--- src/rtl/setbr.sv ---
// rtl/setbr.sv - multi-cycle bit-run writer, inverse of the consecutive-bit counter
module setbr #(
    parameter int CHUNK = 8
) (
    input  logic        clk_i,
    input  logic        rst_i,
    input  logic        start_i,
    input  logic [31:0] rs0_i,
    input  logic [31:0] rs1_i,
    input  logic [31:0] rs2_i,
    input  logic        val_i,
    output logic [31:0] rd_o,
    output logic [5:0]  cnt_o,
    output logic        busy_o,
    output logic        setbr_done_o
);

    typedef enum logic [1:0] {
        IDLE = 2'd0,
        EXEC = 2'd1,
        DONE = 2'd2
    } state_t;

    localparam logic [5:0] CH = 6'(CHUNK);

    state_t      state_q, state_d;
    logic [31:0] work_q;
    logic [5:0]  top_q;     // one above the next bit to write, so it bottoms out at 0
    logic [5:0]  remain_q;
    logic [5:0]  eff_q;
    logic        val_q;

    logic [5:0]  len_sat;
    logic [5:0]  top_init;
    logic [5:0]  eff_init;
    logic [5:0]  step;
    logic [5:0]  low;
    logic [31:0] mask;
    logic [31:0] work_next;
    logic        last_step;

    // Operand decode at capture: saturate length, clip to the bits available below pos
    always_comb begin
        len_sat  = (rs2_i[5:0] > 6'd32) ? 6'd32 : rs2_i[5:0];
        top_init = {1'b0, rs1_i[4:0]} + 6'd1;
        eff_init = (len_sat < top_init) ? len_sat : top_init;
    end

    // Per-cycle slice: bits [top-step, top-1] of the working word get val
    always_comb begin
        step      = (remain_q > CH) ? CH : remain_q;
        low       = top_q - step;
        last_step = (remain_q <= CH);
        mask      = '0;
        for (int i = 0; i < 32; i++) begin
            mask[i] = (6'(i) < top_q) && (6'(i) >= low);
        end
        work_next = val_q ? (work_q | mask) : (work_q & ~mask);
    end

    // State register
    always_ff @(posedge clk_i or posedge rst_i) begin
        if (rst_i) begin
            state_q <= IDLE;
        end else begin
            state_q <= state_d;
        end
    end

    // Next-state logic and status outputs
    always_comb begin
        state_d      = state_q;
        busy_o       = 1'b0;
        setbr_done_o = 1'b0;
        case (state_q)
            IDLE: begin
                if (start_i) state_d = EXEC;
            end
            EXEC: begin
                busy_o = 1'b1;
                if (last_step) state_d = DONE;
            end
            DONE: begin
                busy_o       = 1'b1;
                setbr_done_o = 1'b1;
                state_d      = IDLE;
            end
            default: state_d = IDLE;
        endcase
    end

    // Datapath: capture operands, write one chunk per EXEC cycle, publish on DONE entry
    always_ff @(posedge clk_i or posedge rst_i) begin
        if (rst_i) begin
            work_q   <= '0;
            top_q    <= '0;
            remain_q <= '0;
            eff_q    <= '0;
            val_q    <= 1'b0;
            rd_o     <= '0;
            cnt_o    <= '0;
        end else begin
            case (state_q)
                IDLE: begin
                    if (start_i) begin
                        work_q   <= rs0_i;
                        top_q    <= top_init;
                        remain_q <= eff_init;
                        eff_q    <= eff_init;
                        val_q    <= val_i;
                    end
                end
                EXEC: begin
                    work_q   <= work_next;
                    top_q    <= low;
                    remain_q <= remain_q - step;
                    if (last_step) begin
                        rd_o  <= work_next;
                        cnt_o <= eff_q;
                    end
                end
                default: begin
                end
            endcase
        end
    end

endmodule

--- config.mk ---
export PLATFORM = sky130hd
export DESIGN_NAME = setbr
export DESIGN_NICKNAME = d
export VERILOG_FILES = /design/src/rtl/setbr.sv
export SDC_FILE = /design/constraint.sdc
export NUM_CORES = 1
export LEC_CHECK = 0
export CORE_MARGIN = 2
export CORE_UTILIZATION = 45
export DETAILED_ROUTE_END_ITERATION = 7
export GPL_ROUTABILITY_DRIVEN = 1
export PLACE_DENSITY = 0.77
export SLEW_MARGIN = 20
export SYNTH_ARGS = -nofsm -noshare
export SYNTH_HDL_FRONTEND = slang
export SYNTH_SLANG_ARGS = --single-unit
--- constraint.sdc ---
create_clock -name clk_i -period 3.6 [get_ports clk_i]
set_clock_uncertainty 0.2 [all_clocks]
set_input_delay 0.72 -clock clk_i [delete_from_list [all_inputs] [get_ports clk_i]]
set_output_delay 0.72 -clock clk_i [all_outputs]
set_load 0.005 [all_outputs]
==> flow_metrics.env, run 1 <==
export IMPL_path_clk_slew_ns=0.07
export IMPL_port_buffers=86
export IMPL_layout_cells_non_filler=904
export IMPL_crit_required_ns=3.61
export IMPL_viasPerCell=5.92
export IMPL_antenna_cells=0
export IMPL_hold_viol_final=0
export IMPL_synth_top_area_share_pct=41.5
export IMPL_clock_power_share_pct=11.5
export IMPL_syn_area_per_cell_sq_um=8.64
export IMPL_internal_power_uw=4610
export IMPL_worst_r2r_path_depth=12
export IMPL_start_util_pct=45.8
export IMPL_outcome="complete, no violations"
export IMPL_path_cells="o31a_1 -> nor3_4 -> nand2_2 -> fa_2 -> buf_4 -> xor2_1 -> nand2_1 -> o21ai_0 -> nor2_2 -> buf_4 -> mux2i_1 -> o21ai_0"
export IMPL_routed_wl_um=16300
export IMPL_topRoutingLayerUsed="met4"
export IMPL_netlist_instances=635
export IMPL_post_route_period_util_pct=98.8
export IMPL_finalSetupViolations=0
export IMPL_m1WireLength_um=7030
export IMPL_grt_max_degree=92
export IMPL_vdd_drop_max_mv=0.542
export IMPL_hold_path_depth=2
export IMPL_num_vias=5350
export IMPL_wl_per_cell_um=18.1
export IMPL_cts_hold_buffers_added=0
export IMPL_setup_slack_ns=0.0421
export IMPL_yosysWarnings=0
export IMPL_first_pass_iters=7
export IMPL_die_h_um=114
export IMPL_ys_top_cells_by_area="dfrtp_1 42%, nand2_1 7.0%, o21ai_0 6.2%"
export IMPL_pwr_density_cell_nw_per_um2=1180
export IMPL_synth_flop_cell="dfrtp_1"
export IMPL_met2_length_um=8040
export IMPL_slew_viol_final=0
export IMPL_switching_share_pct=46.2
export IMPL_insertion_delay_ns=0.35
export IMPL_fin_nets=867
export IMPL_crit_buf_inv=2
export IMPL_core_area_sq_um=12000
export IMPL_ant_nets=0
export IMPL_cpMaxStageDelayCell="xor2_1"
export IMPL_relSlewSlack_pct=48.2
export IMPL_seq_area_frac_synth_pct=41.5
export IMPL_finalCriticalPeriod_ns=3.56
export IMPL_rsz0062_at_grt="yes"
export IMPL_grt_first_pass_wirelength_um=26700
export IMPL_dp_cells=877
export IMPL_io_pins=140
export IMPL_cts_buffers=9
export IMPL_ys_types=55
export IMPL_drc=0
export IMPL_die_width_um=114
export IMPL_grt_ovfl_total=0
export IMPL_cap_violations=0
export IMPL_synth_edf_count=0
export IMPL_drive_gt1_share_pct=15.2
export IMPL_cp_max_fo=5
export IMPL_crit_path_max_incr_delay_ns=0.48
export IMPL_p_sw_uw=3950
export IMPL_root_buffer="clkbuf_16"
export IMPL_finalPower_uw=8560
export IMPL_max_freq_mhz=281
export IMPL_cts_tree="built"
export IMPL_first_global_vias=5289
export IMPL_hold_ws_ns=0.273
export IMPL_met3WireLength_um=945
export IMPL_clockBufferDepth=2
export IMPL_areaGrowthSynthToFinish_pct=32.7
export IMPL_synth_seq_cells=91
export IMPL_rows=40
export IMPL_cp_arrival_ns=3.57
export IMPL_syn_cell_area_sq_um=5480
export IMPL_dp_hpwl_um=11800
export IMPL_cts_sinks=91
export IMPL_antenna_found_initial=0
export IMPL_critical_path_endpoint_type="register"
export IMPL_crit_family="compound AO/OA/AOI/OAI gates"
export IMPL_async_reset_ff_share_pct=100
export IMPL_combPwrFrac_pct=67.0
export IMPL_cp_start_kind="register"
export IMPL_h_tree_depth=3
export IMPL_cp_depth=12
export IMPL_dieArea_sq_um=13100
export IMPL_drt_iter0_markers=494
export IMPL_pre_cts_ws_ns=-0.0463
export IMPL_crit_type="reg2reg"
export IMPL_place_congestion=0.955
export IMPL_hp_class="reg2reg"
export IMPL_power_leakage_uw=0.00312
export IMPL_grt_use_total_pct=26.0
export IMPL_yosys_area_top_type="dfrtp_1"
export IMPL_seqPwrFrac_pct=21.4
export IMPL_worstMarginPinSlew_ns=0.775
[cell usage after synthesis (2+ instances only)]
master	count
a211oi_1	4
a21o_1	12
a21oi_1	35
a221o_1	18
a221oi_1	4
a22oi_1	4
a31oi_1	9
and2_1	5
buf_1	2
buf_2	4
clkbuf_1	35
dfrtp_1	91
ha_1	14
inv_1	11
mux2_2	3
mux2i_1	33
nand2_1	102
nand2b_1	6
nand3_1	14
nor2_1	54
nor2b_1	13
nor3_1	12
nor4_1	6
o211ai_1	13
o21a_1	5
o21ai_0	68
o21ai_1	2
o221ai_1	2
o22a_1	2
o22ai_1	10
o2bb2ai_1	2
o31ai_1	5
or2_2	3
or3_1	3
xnor2_1	6
xor2_1	4
[cell families after synthesis]
logic type,Yosys count,synth area share [%]
AO/OA/AOI/OAI,200,23.4
XOR/XNOR,11,2.10
adder cells (fa/ha/maj),16,3.76
buffers and inverters,52,3.65
flip-flops,91,41.5
multiplexers,36,6.64
other,1,0.0684
AND/OR/NAND/NOR,228,18.9
[worst paths after layout]
path,start,endpoint,slack [ns]
max in group asynchronous,rst_i,remain_q[4],2.22
hold reg to reg,eff_q[3],cnt_o[3],0.27
setup reg to reg,remain_q[2],rd_o[14],0.04
hold / removal,eff_q[3],cnt_o[3],0.27
min in group asynchronous,rst_i,rd_o[5],0.60
setup / recovery,remain_q[2],rd_o[14],0.04
[worst min-delay path: cells and delay by family, from the launching register on]
family | cells | cell delay (ns)
DFF | 1 | 0.35
and+or+nand+nor | 2 | 0.10
[sequential cells by signal, summed over array words and instances, names as in the netlist]
signal and cells:
state_q 2, rd_o 32, val_q 1, work_q 32
eff_q 6, remain_q 6, top_q 6, cnt_o 6
[routing by layer]
layer	track usage (%)	up-vias
met4	9.43	0
met3	3.39	19
met2	42.9	212
met1	35.0	2601
li1	-	2518
met5	0	-
[cells in the final DEF (no fill, tap or decap), drive strengths merged, types with 9 or more instances in the layout]
cell type,n
nand3,15
nor2b,13
nor3,13
nor2,54
a21o,12
nand2,102
mux2i,33
inv,10
o21ai,70
buf,60
a31oi,9
dfrtp,91
o22ai,10
clkdlybuf4s50,86
a221o,18
a21oi,35
ha,14
clkbuf,11
o211ai,13
[power groups by stage]
| stage | logic, uW | clock network (uW) | registers (uW) |
|---|---|---|---|
| detailed placement | 5200 | 0 | 1850 |
| global placement | 5070 | 0 | 1820 |
| finish | 5730 | 987 | 1830 |
| floorplan | 3290 | 0 | 1750 |
| CTS | 5310 | 999 | 1830 |
| global route | 6220 | 1050 | 1890 |
[metrics by stage]
stage                     instance area, sq um  utilization (%)  TNS, ns
after floorplan                           5500                -        0
after global placement                    6770             56.6        0
after detailed placement                  6770             56.6   -0.132
after CTS                                 7110             59.4   -0.166
after global routing                      7280             60.8   -0.354
final                                     7280             60.8        0
[final cells by class]
type	instances	area (sq um)
inverter	11	42.5
fill	1034	4680
sequential	91	2280
clock buffer	11	253
multi-input combinational	493	3130
timing repair buffer	146	1320
clock inverter	5	61.3
tap	147	184
[repair_timing]
action                                  CTS  global route
buffers inserted                          2             9
endpoints found under the setup margin   10            54
pin swaps                                 0            14
resized for setup                         2            28
Power figures use the tool's default switching activity.
==> run 2: changes to the inputs <==
Settings changed: CTS_BUF_LIST set to sky130_fd_sc_hd__clkbuf_8.
==> flow_metrics.env, run 2 (synthesis gave the netlist of run 1 again) <==
export IMPL_cp_start_kind="register"
export IMPL_wl_per_cell_um=18.2
export IMPL_dp_cells=877
export IMPL_relSlewSlack_pct=48.0
export IMPL_crit_type="reg2reg"
export IMPL_finalCriticalPeriod_ns=3.51
export IMPL_h_tree_depth=3
export IMPL_start_util_pct=45.8
export IMPL_cts_sinks=91
export IMPL_crit_path_max_incr_delay_ns=0.46
export IMPL_num_vias=5382
export IMPL_hold_path_depth=2
export IMPL_hold_viol_final=0
export IMPL_crit_buf_inv=1
export IMPL_hold_ws_ns=0.279
export IMPL_ant_nets=0
export IMPL_layout_cells_non_filler=907
export IMPL_drt_iter0_markers=509
export IMPL_die_width_um=114
export IMPL_path_clk_slew_ns=0.10
export IMPL_areaGrowthSynthToFinish_pct=30.7
export IMPL_antenna_found_initial=0
export IMPL_dp_hpwl_um=11800
export IMPL_grt_max_degree=92
export IMPL_path_cells="nor3_4 -> and2_4 -> ha_4 -> inv_2 -> fa_2 -> a21o_1 -> maj3_2 -> xnor2_4 -> nand3_4 -> a221o_1 -> a21o_1 -> a221o_1"
export IMPL_grt_use_total_pct=25.9
export IMPL_drive_gt1_share_pct=14.7
export IMPL_fin_nets=870
export IMPL_cp_arrival_ns=3.57
export IMPL_max_freq_mhz=285
export IMPL_cts_buffers=9
export IMPL_place_congestion=0.955
export IMPL_io_pins=140
export IMPL_first_global_vias=5251
export IMPL_finalSetupViolations=0
export IMPL_dieArea_sq_um=13100
export IMPL_cpMaxStageDelayCell="dfrtp_2"
export IMPL_outcome="complete, no violations"
export IMPL_die_h_um=114
export IMPL_ff2ff_setup_slack_ns=0.09
export IMPL_hp_class="reg2reg"
export IMPL_drc=0
export IMPL_clockBufferDepth=2
export IMPL_viasPerCell=5.93
export IMPL_root_buffer="clkbuf_8"
export IMPL_slew_viol_final=0
export IMPL_rows=40
export IMPL_insertion_delay_ns=0.39
export IMPL_cp_max_fo=8
export IMPL_crit_family="compound AO/OA/AOI/OAI gates"
export IMPL_final_common_cell="nand2_1"
export IMPL_cts_hold_buffers_added=0
export IMPL_cap_violations=0
export IMPL_largestRegisters="rd_o: 32 flops, work_q: 32 flops"
export IMPL_worstMarginPinSlew_ns=0.778
export IMPL_pwr_density_cell_nw_per_um2=1150
export IMPL_port_buffers=86
export IMPL_worstHoldStart="eff_q[3]"
export IMPL_rr_endpoint="work_q[8]"
export IMPL_r2r_start="remain_q[3]"
export IMPL_critical_path_endpoint_type="register"
export IMPL_vdd_drop_max_mv=0.552
export IMPL_antenna_cells=0
export IMPL_core_area_sq_um=12000
export IMPL_grt_first_pass_wirelength_um=26700
export IMPL_cts_tree="built"
export IMPL_fin_util_pct=59.9
export IMPL_worst_r2r_path_depth=12
export IMPL_mostFrequentLayoutCells="100 x nand2_1, 88 x dfrtp_1, 86 x clkdlybuf4s50_1"
export IMPL_holdPathEnd="cnt_o[3]"
export IMPL_power_leakage_uw=0.00308
export IMPL_first_pass_iters=5
export IMPL_routed_wl_um=16500
export IMPL_crit_required_ns=3.66
export IMPL_grt_ovfl_total=0
export IMPL_post_route_period_util_pct=97.4
-- run 2: cell count changes in the layout (fill, tap and decap cells not counted), sizes merged --
cell / change
buf: +3
-- run 2: what timing repair did --
item | CTS | global route
pin swaps | 4 | 13
resized for setup | 4 | 17
setup endpoints to repair | 10 | 54
setup buffers | 6 | 8
endpoints found under the hold margin | 0 | 0
-- run 2: worst max-delay path by stage --
stage                     slack (ns)        end         from  cells past startpoint
after floorplan                 0.01  work_q[8]  remain_q[1]                     11
after global placement          0.04   rd_o[11]  remain_q[0]                     12
after detailed placement       -0.05   rd_o[12]  remain_q[0]                     12
after CTS                       0.01   rd_o[11]  remain_q[4]                     13
after global routing           -0.02  work_q[8]  remain_q[2]                     11
final                           0.09  work_q[8]  remain_q[3]                     12
-- run 2: area by class of cell --
cell class | instances | area (sq um)
clock buffers | 11 | 151
clock inverters | 5 | 61.3
fillers | 1058 | 4790
inverters | 11 | 42.5
multi-input cells | 493 | 3100
flip-flops and latches | 91 | 2280
well taps | 147 | 184
repair buffers | 149 | 1350
-- run 2: through the flow --
step | TNS [ns] | setup WS, ns | cell area, sq um | total power [uW]
finish | 0 | 0.0929 | 7170 | 8240
global route | -0.0156 | -0.0156 | 7170 | 8820
CTS | 0 | 0.0143 | 7040 | 7940
detailed placement | -0.132 | -0.0463 | 6770 | 7050
global placement | 0 | 0.0372 | 6770 | 6890
floorplan | 0 | 0.0120 | 5500 | 5050
-- run 2: layer usage --
metal  routed length [um]  up-vias  GRT usage (%)
li1                     -     2514              -
met1                 6930     2606           35.2
met3                 1070       35           2.81
met4                  360        0           10.7
met5                    0        -              0
met2                 8110      227           42.4
-- run 2: report_power, final --
| part | internal [uW] | switching, uW |
|---|---|---|
| combinational | 2520 | 3140 |
| sequential | 1480 | 342 |
| clock | 360 | 395 |
-- run 2: worst reg2reg max path: stages (launching register included) --
cell     delay (ns)
dfrtp_2        0.46
nor3_4         0.22
and2_4         0.18
ha_4           0.12
inv_2          0.03
fa_2           0.36
a21o_1         0.22
maj3_2         0.37
xnor2_4        0.22
nand3_4        0.18
a221o_1        0.33
a21o_1         0.17
a221o_1        0.31
